<file path="config.mk">
export PLATFORM = sky130hd
export DESIGN_NAME = multicycle_control_fsm
export DESIGN_NICKNAME = d
export VERILOG_FILES = /design/src/rtl/ctrl_pkg.sv /design/src/rtl/ctrl_opdecode.sv /design/src/rtl/multicycle_control_fsm.sv
export SDC_FILE = /design/constraint.sdc
export NUM_CORES = 1
export LEC_CHECK = 0
export ABC_AREA = 1
export CAP_MARGIN = 20
export CORE_MARGIN = 3
export CORE_UTILIZATION = 33
export DETAILED_ROUTE_END_ITERATION = 6
export PLACE_DENSITY = 0.65
export REMOVE_ABC_BUFFERS = 1
export SETUP_SLACK_MARGIN = 0.4
export SLEW_MARGIN = 10
export SYNTH_ARGS = -nofsm -noshare
export SYNTH_HDL_FRONTEND = slang
export SYNTH_SLANG_ARGS = --single-unit
</file>
<file path="constraint.sdc">
create_clock -name clk -period 3.15 [get_ports clk]
set_input_delay 0.63 -clock clk [delete_from_list [all_inputs] [get_ports clk]]
set_output_delay 0.63 -clock clk [all_outputs]
set_load 0.02 [all_outputs]
</file>
<file path="src/rtl/ctrl_pkg.sv">
// ctrl_pkg: shared definitions for the multi-cycle control path.
//   state_t     FSM states; the encoding is exported on state_dbg.
//   op_class_t  instruction class produced by the opcode decoder.
//   OP_*        RV32I-subset major opcodes.
//   ALU_ADD/SUB ALU function codes shared with the ALU and control decoder.
package ctrl_pkg;

  typedef enum logic [2:0] {
    IDLE   = 3'd0,
    FETCH  = 3'd1,
    DECODE = 3'd2,
    EXEC   = 3'd3,
    MEM    = 3'd4,
    WB     = 3'd5,
    TRAP   = 3'd6
  } state_t;

  typedef enum logic [2:0] {
    CLS_R       = 3'd0,
    CLS_I       = 3'd1,
    CLS_LOAD    = 3'd2,
    CLS_STORE   = 3'd3,
    CLS_BRANCH  = 3'd4,
    CLS_ILLEGAL = 3'd5
  } op_class_t;

  localparam logic [6:0] OP_R      = 7'b0110011;
  localparam logic [6:0] OP_I      = 7'b0010011;
  localparam logic [6:0] OP_LOAD   = 7'b0000011;
  localparam logic [6:0] OP_STORE  = 7'b0100011;
  localparam logic [6:0] OP_BRANCH = 7'b1100011;

  localparam logic [3:0] ALU_ADD = 4'b0000;
  localparam logic [3:0] ALU_SUB = 4'b1000;

endpackage

</file>
<file path="src/rtl/ctrl_opdecode.sv">
// ctrl_opdecode: combinational opcode/funct decoder.
//   opcode, funct3, funct7b5  instruction fields from the IR
//   op_class                  instruction class (CLS_ILLEGAL for unknown opcodes)
//   alu_op                    ALU function, zero-extended to ALU_OP_W
//   alu_src                   ALU B operand is the immediate
//   legal                     opcode is one of the supported classes
module ctrl_opdecode
  import ctrl_pkg::*;
#(
  parameter int OPCODE_W = 7,
  parameter int ALU_OP_W = 4
) (
  input  logic [OPCODE_W-1:0] opcode,
  input  logic [2:0]          funct3,
  input  logic                funct7b5,
  output op_class_t           op_class,
  output logic [ALU_OP_W-1:0] alu_op,
  output logic                alu_src,
  output logic                legal
);

  logic [3:0] alu4;

  always_comb begin
    op_class = CLS_ILLEGAL;
    alu4     = ALU_ADD;
    alu_src  = 1'b0;
    case (opcode)
      OPCODE_W'(OP_R): begin
        op_class = CLS_R;
        alu4     = {funct7b5, funct3};
      end
      OPCODE_W'(OP_I): begin
        op_class = CLS_I;
        // only SRAI carries funct7b5 into the ALU; for other I-types bit 30 is immediate data
        alu4     = {funct7b5 & (funct3 == 3'b101), funct3};
        alu_src  = 1'b1;
      end
      OPCODE_W'(OP_LOAD): begin
        op_class = CLS_LOAD;
        alu_src  = 1'b1;
      end
      OPCODE_W'(OP_STORE): begin
        op_class = CLS_STORE;
        alu_src  = 1'b1;
      end
      OPCODE_W'(OP_BRANCH): begin
        op_class = CLS_BRANCH;
        alu4     = ALU_SUB;
      end
      default: op_class = CLS_ILLEGAL;
    endcase
    legal  = (op_class != CLS_ILLEGAL);
    alu_op = ALU_OP_W'(alu4);
  end

endmodule

</file>
<file path="src/rtl/multicycle_control_fsm.sv">
// multicycle_control_fsm: multi-cycle RV32I-subset control path.
// Sequences FETCH/DECODE/EXEC/MEM/WB and drives registered datapath strobes.
//   clk, reset              clock and synchronous active-high reset
//   run                     start/continue enable (sampled in IDLE and WB)
//   opcode/funct3/funct7b5  IR fields, valid from DECODE onward
//   alu_zero                ALU zero flag, valid in EXEC
//   imem_ready, dmem_ready  memory acknowledges
//   ifetch_req, ir_wr, pc_wr, brnch, mem_rd, mem_wr, mem_to_rgs,
//   alu_src, reg_wr, alu_op datapath controls
//   busy, illegal, timeout, state_dbg  status and debug
module multicycle_control_fsm
  import ctrl_pkg::*;
#(
  parameter int OPCODE_W = 7,
  parameter int ALU_OP_W = 4,
  parameter int TMO_W    = 4
) (
  input  logic                clk,
  input  logic                reset,
  input  logic                run,
  input  logic [OPCODE_W-1:0] opcode,
  input  logic [2:0]          funct3,
  input  logic                funct7b5,
  input  logic                alu_zero,
  input  logic                imem_ready,
  input  logic                dmem_ready,
  output logic                ifetch_req,
  output logic                ir_wr,
  output logic                pc_wr,
  output logic                brnch,
  output logic                mem_rd,
  output logic                mem_wr,
  output logic                mem_to_rgs,
  output logic                alu_src,
  output logic                reg_wr,
  output logic [ALU_OP_W-1:0] alu_op,
  output logic                busy,
  output logic                illegal,
  output logic                timeout,
  output logic [2:0]          state_dbg
);

  localparam logic [TMO_W-1:0] CNT_ONE = TMO_W'(1);
  localparam logic [TMO_W-1:0] CNT_ALL = '1;

  state_t              state_q, state_d;
  op_class_t           cls_q, cls_d;
  logic                fetched_q, fetched_d;
  logic [TMO_W-1:0]    cnt_q, cnt_d, cnt_inc;
  logic                expire, set_ill, set_tmo;
  logic                brnch_en_q, brnch_en_d;

  logic                ifetch_req_d, ir_wr_d, pc_wr_d, mem_rd_d, mem_wr_d;
  logic                mem_to_rgs_d, alu_src_d, reg_wr_d, busy_d;
  logic [ALU_OP_W-1:0] alu_op_d;

  op_class_t           dec_class;
  logic [ALU_OP_W-1:0] dec_alu_op;
  logic                dec_alu_src, dec_legal;

  ctrl_opdecode #(
    .OPCODE_W (OPCODE_W),
    .ALU_OP_W (ALU_OP_W)
  ) u_opdecode (
    .opcode   (opcode),
    .funct3   (funct3),
    .funct7b5 (funct7b5),
    .op_class (dec_class),
    .alu_op   (dec_alu_op),
    .alu_src  (dec_alu_src),
    .legal    (dec_legal)
  );

  assign cnt_inc = cnt_q + CNT_ONE;
  assign expire  = (cnt_inc == CNT_ALL);

  always_comb begin
    state_d   = state_q;
    cls_d     = cls_q;
    fetched_d = 1'b0;
    cnt_d     = cnt_q;
    set_ill   = 1'b0;
    set_tmo   = 1'b0;
    case (state_q)
      IDLE: begin
        if (run) begin
          state_d = FETCH;
          cnt_d   = '0;
        end
      end
      FETCH: begin
        // fetched_q marks the single IR/PC load cycle that follows the ack
        if (fetched_q) begin
          state_d = DECODE;
        end else if (imem_ready) begin
          fetched_d = 1'b1;
        end else begin
          cnt_d = cnt_inc;
          if (expire) begin
            state_d = TRAP;
            set_tmo = 1'b1;
          end
        end
      end
      DECODE: begin
        if (dec_legal) begin
          state_d = EXEC;
          cls_d   = dec_class;
        end else begin
          state_d = TRAP;
          set_ill = 1'b1;
        end
      end
      EXEC: begin
        cnt_d = '0;
        case (cls_q)
          CLS_BRANCH:           state_d = FETCH;
          CLS_LOAD, CLS_STORE:  state_d = MEM;
          default:              state_d = WB;
        endcase
      end
      MEM: begin
        if (dmem_ready) begin
          state_d = (cls_q == CLS_STORE) ? FETCH : WB;
          cnt_d   = '0;
        end else begin
          cnt_d = cnt_inc;
          if (expire) begin
            state_d = TRAP;
            set_tmo = 1'b1;
          end
        end
      end
      WB: begin
        cnt_d   = '0;
        state_d = run ? FETCH : IDLE;
      end
      TRAP:    state_d = TRAP;
      default: state_d = IDLE;
    endcase

    // Outputs are computed for the state being entered and registered with it.
    ifetch_req_d = (state_d == FETCH) && !fetched_d;
    ir_wr_d      = fetched_d;
    pc_wr_d      = fetched_d;
    mem_rd_d     = (state_d == MEM) && (cls_d == CLS_LOAD);
    mem_wr_d     = (state_d == MEM) && (cls_d == CLS_STORE);
    reg_wr_d     = (state_d == WB);
    mem_to_rgs_d = (state_d == WB) && (cls_d == CLS_LOAD);
    alu_src_d    = (state_d == EXEC) && dec_alu_src;
    alu_op_d     = (state_d == EXEC) ? dec_alu_op : '0;
    brnch_en_d   = (state_d == EXEC) && (dec_class == CLS_BRANCH);
    busy_d       = !(state_d inside {IDLE, TRAP});
  end

  // ---- state / output register boundary ----
  always_ff @(posedge clk) begin
    if (reset) begin
      state_q    <= IDLE;
      cls_q      <= CLS_R;
      fetched_q  <= 1'b0;
      cnt_q      <= '0;
      brnch_en_q <= 1'b0;
      ifetch_req <= 1'b0;
      ir_wr      <= 1'b0;
      pc_wr      <= 1'b0;
      mem_rd     <= 1'b0;
      mem_wr     <= 1'b0;
      mem_to_rgs <= 1'b0;
      alu_src    <= 1'b0;
      reg_wr     <= 1'b0;
      alu_op     <= '0;
      busy       <= 1'b0;
      illegal    <= 1'b0;
      timeout    <= 1'b0;
    end else begin
      state_q    <= state_d;
      cls_q      <= cls_d;
      fetched_q  <= fetched_d;
      cnt_q      <= cnt_d;
      brnch_en_q <= brnch_en_d;
      ifetch_req <= ifetch_req_d;
      ir_wr      <= ir_wr_d;
      pc_wr      <= pc_wr_d;
      mem_rd     <= mem_rd_d;
      mem_wr     <= mem_wr_d;
      mem_to_rgs <= mem_to_rgs_d;
      alu_src    <= alu_src_d;
      reg_wr     <= reg_wr_d;
      alu_op     <= alu_op_d;
      busy       <= busy_d;
      illegal    <= illegal | set_ill;
      timeout    <= timeout | set_tmo;
    end
  end

  // alu_zero only becomes valid during EXEC, so the taken decision is qualified
  // there by a strobe that was registered on entry to EXEC.
  assign brnch     = brnch_en_q & alu_zero;
  assign state_dbg = state_q;

endmodule
</file>
==> qor.yml <==
sta:
  period_share: 0.756
  fmax_mhz: 420
  hold_violations: 0
  slew_headroom: 0.818
  tightest_slew_ps: 273
  slew_violations: 0
  min_period_ps: 2380
  skew_ps: 4.42
  setup_viol_count_final: 0
  rsz0062_at_grt: "no"
  tns_ps: 0
  setup_ws_ps: 768
  fin_hold_ws_ps: 471
global_route:
  grt_max_degree: 16
  grt_pass1_vias: 1107
  grt_pass1_wl_microns: 4530
  globalRouteTotalUtil: 0.125
  antenna_found_initial: 0
  grt.overflow.total: 0
layout:
  diodes: 0
  mostFrequentLayoutCell: "nand2_1"
  syn_to_final_growth_pct: 34.4
  fin_area_sq_mm: 0.00175
  drive_above_1_share: 0.138
  layout_common_cells: "nand2_1, clkdlybuf4s50_1, nor2_1"
  nNetsFinal: 245
critical_path:
  crit_path_end_kind: "output port"
  critPathSlowestCell: "clkdlybuf4s50_1"
  cp_cell_sequence: "clkdlybuf4s50_1 > nand2_1 > inv_1 > clkdlybuf4s50_1"
  crit_buf_inv: 3
  critPathRequiredTime_ps: 2520
  critPathLaunchType: "input pin"
  crit_top_cell: "clkdlybuf4s50_1"
  slowest_delay_ps: 590
  worst-path-max-fanout: 1
  arrival_ps: 1750
  cpLargestDelayFamily: "buffers and inverters"
  criticalPathCategory: "in -> out"
power_and_ir_drop:
  p_sw_mw: 0.171
  p_int_mw: 0.461
  pwr-share-clk: 0.308
  p_total_mw: 0.632
  leakage_nw: 0.744
  powerDensity_mw_per_mm2: 361
  switching_share: 0.271
  pwr-share-comb: 0.169
  seqPwrFrac: 0.524
  ir_drop_mv: 0.157
synthesis:
  yosys_warnings: 0
  ys_types: 26
  syn_area_sq_mm: 0.00130
  synth-seq-cells: 25
  synth_area_per_cell_sq_um: 6.97
  synth_seq_area_share: 0.384
  synth_cells: 187
clock_tree:
  cts.sinks: 25
  clk_pin_slew_ps: 90
  cts_root_buf: "clkbuf_8"
  cts-htree-levels: 1
  cts_buffer_depth: 2
  cts_setup_buffers: 0
  cts_buffers: 3
  cts_tree: "built"
  postCtsHoldBufs: 0
  cts_resized: 0
  worstSkewPairLatency_ps: 270
placement:
  gp_congestion: 0.764
  post_dp_cell_area_sq_mm: 0.00170
  port_buffers: 35
  dp_hpwl_microns: 2230
  place_ws_ps: 766
route:
  wl_per_cell_microns: 9.88
  viasPerCell: 4.49
  drc: 0
  vias: 1225
  firstDrtPassIters: 5
  dr.first_iter.drc_count: 48
  antenna_left: 0
  drt_wl_total_microns: 2700
hold_path:
  hold_class: "reg -> reg"
die:
  die_area_sq_mm: 0.00474
  die_h_microns: 68.8
  io_pins: 36
  fp.dieW_microns: 68.8
  coreArea_sq_mm: 0.00374
  start_util: 0.348
  rows: 22
flow_run:
  cap_violations: 0
outcome:
  outcome: "complete, no violations"
[cell type report]
cell class / instances / area [sq um]
clock inverter: 1 / 7.51
fill: 416 / 1990
tap: 48 / 60.1
sequential: 25 / 500
timing repair buffer: 36 / 358
multi-input combinational: 130 / 671
inverter: 30 / 113
clock buffer: 3 / 41.3
[flip-flops by register name, summed over array words and instances (netlist names), 3 cells and up]
register	count
state_dbg	3
cls_q	3
cnt_q	4
alu_op	4
[cells in the mapped netlist (all sizes together)]
cell,number,area (sq um)
nand2,45,196
nor2,40,190
inv,30,113
dfxtp,25,500
nand3,15,80.1
o21ai,7,35.0
a21oi,6,41.3
nand4,5,31.3
a31oi,2,12.5
buf,2,18.8
ha,2,25.0
nor3,2,15.0
o21a,2,15.0
a22oi,1,7.51
and2,1,6.26
o211ai,1,7.51
o31ai,1,7.51
[worst reg2reg max path, stage by stage, from the launching register on]
cell	delay (ps)
dfxtp_1	440
ha_1	200
inv_1	40
nand2_1	70
nand3_1	80
nor2_2	170
nand4_1	160
nand2_2	150
nand2_2	80
inv_2	70
nand2_2	50
nor2_1	70
[through the flow]
stage,util,cells
after floorplan,-,185
after detailed placement,0.455,269
after global placement,0.455,269
after CTS,0.468,273
after global routing,0.468,273
final,0.468,273
[power by group through the flow]
stage / Clock, mW / Combinational (mW) / Sequential, mW
floorplan: 0 / 0.0518 / 0.346
global placement: 0 / 0.107 / 0.339
detailed placement: 0 / 0.107 / 0.339
CTS: 0.204 / 0.107 / 0.331
global route: 0.216 / 0.118 / 0.333
finish: 0.195 / 0.107 / 0.331
[per-layer routing]
layer / wire length [microns] / track usage
met5: 0 / 0
met1: 1170 / 0.144
met4: 24 / 0.0365
met3: 216 / 0.0421
met2: 1280 / 0.218
[logic make-up after synthesis]
kind of cell	share of synthesized area
AND/OR/NAND/NOR	0.399
adder cells (fa/ha/maj)	0.0192
buffers and inverters	0.101
flip-flops	0.384
AO/OA/AOI/OAI	0.0970
[path summary, 6_finish.rpt]
check	startpoint	slack, ps	end	depth (start not counted)
worst max register to register	cnt_q[1]	1510	mem_to_rgs	11
worst min-delay path	illegal	470	illegal	1
worst max-delay path	alu_zero	770	brnch	4
worst min register to register	illegal	470	illegal	1
Power figures use the tool's default switching activity.
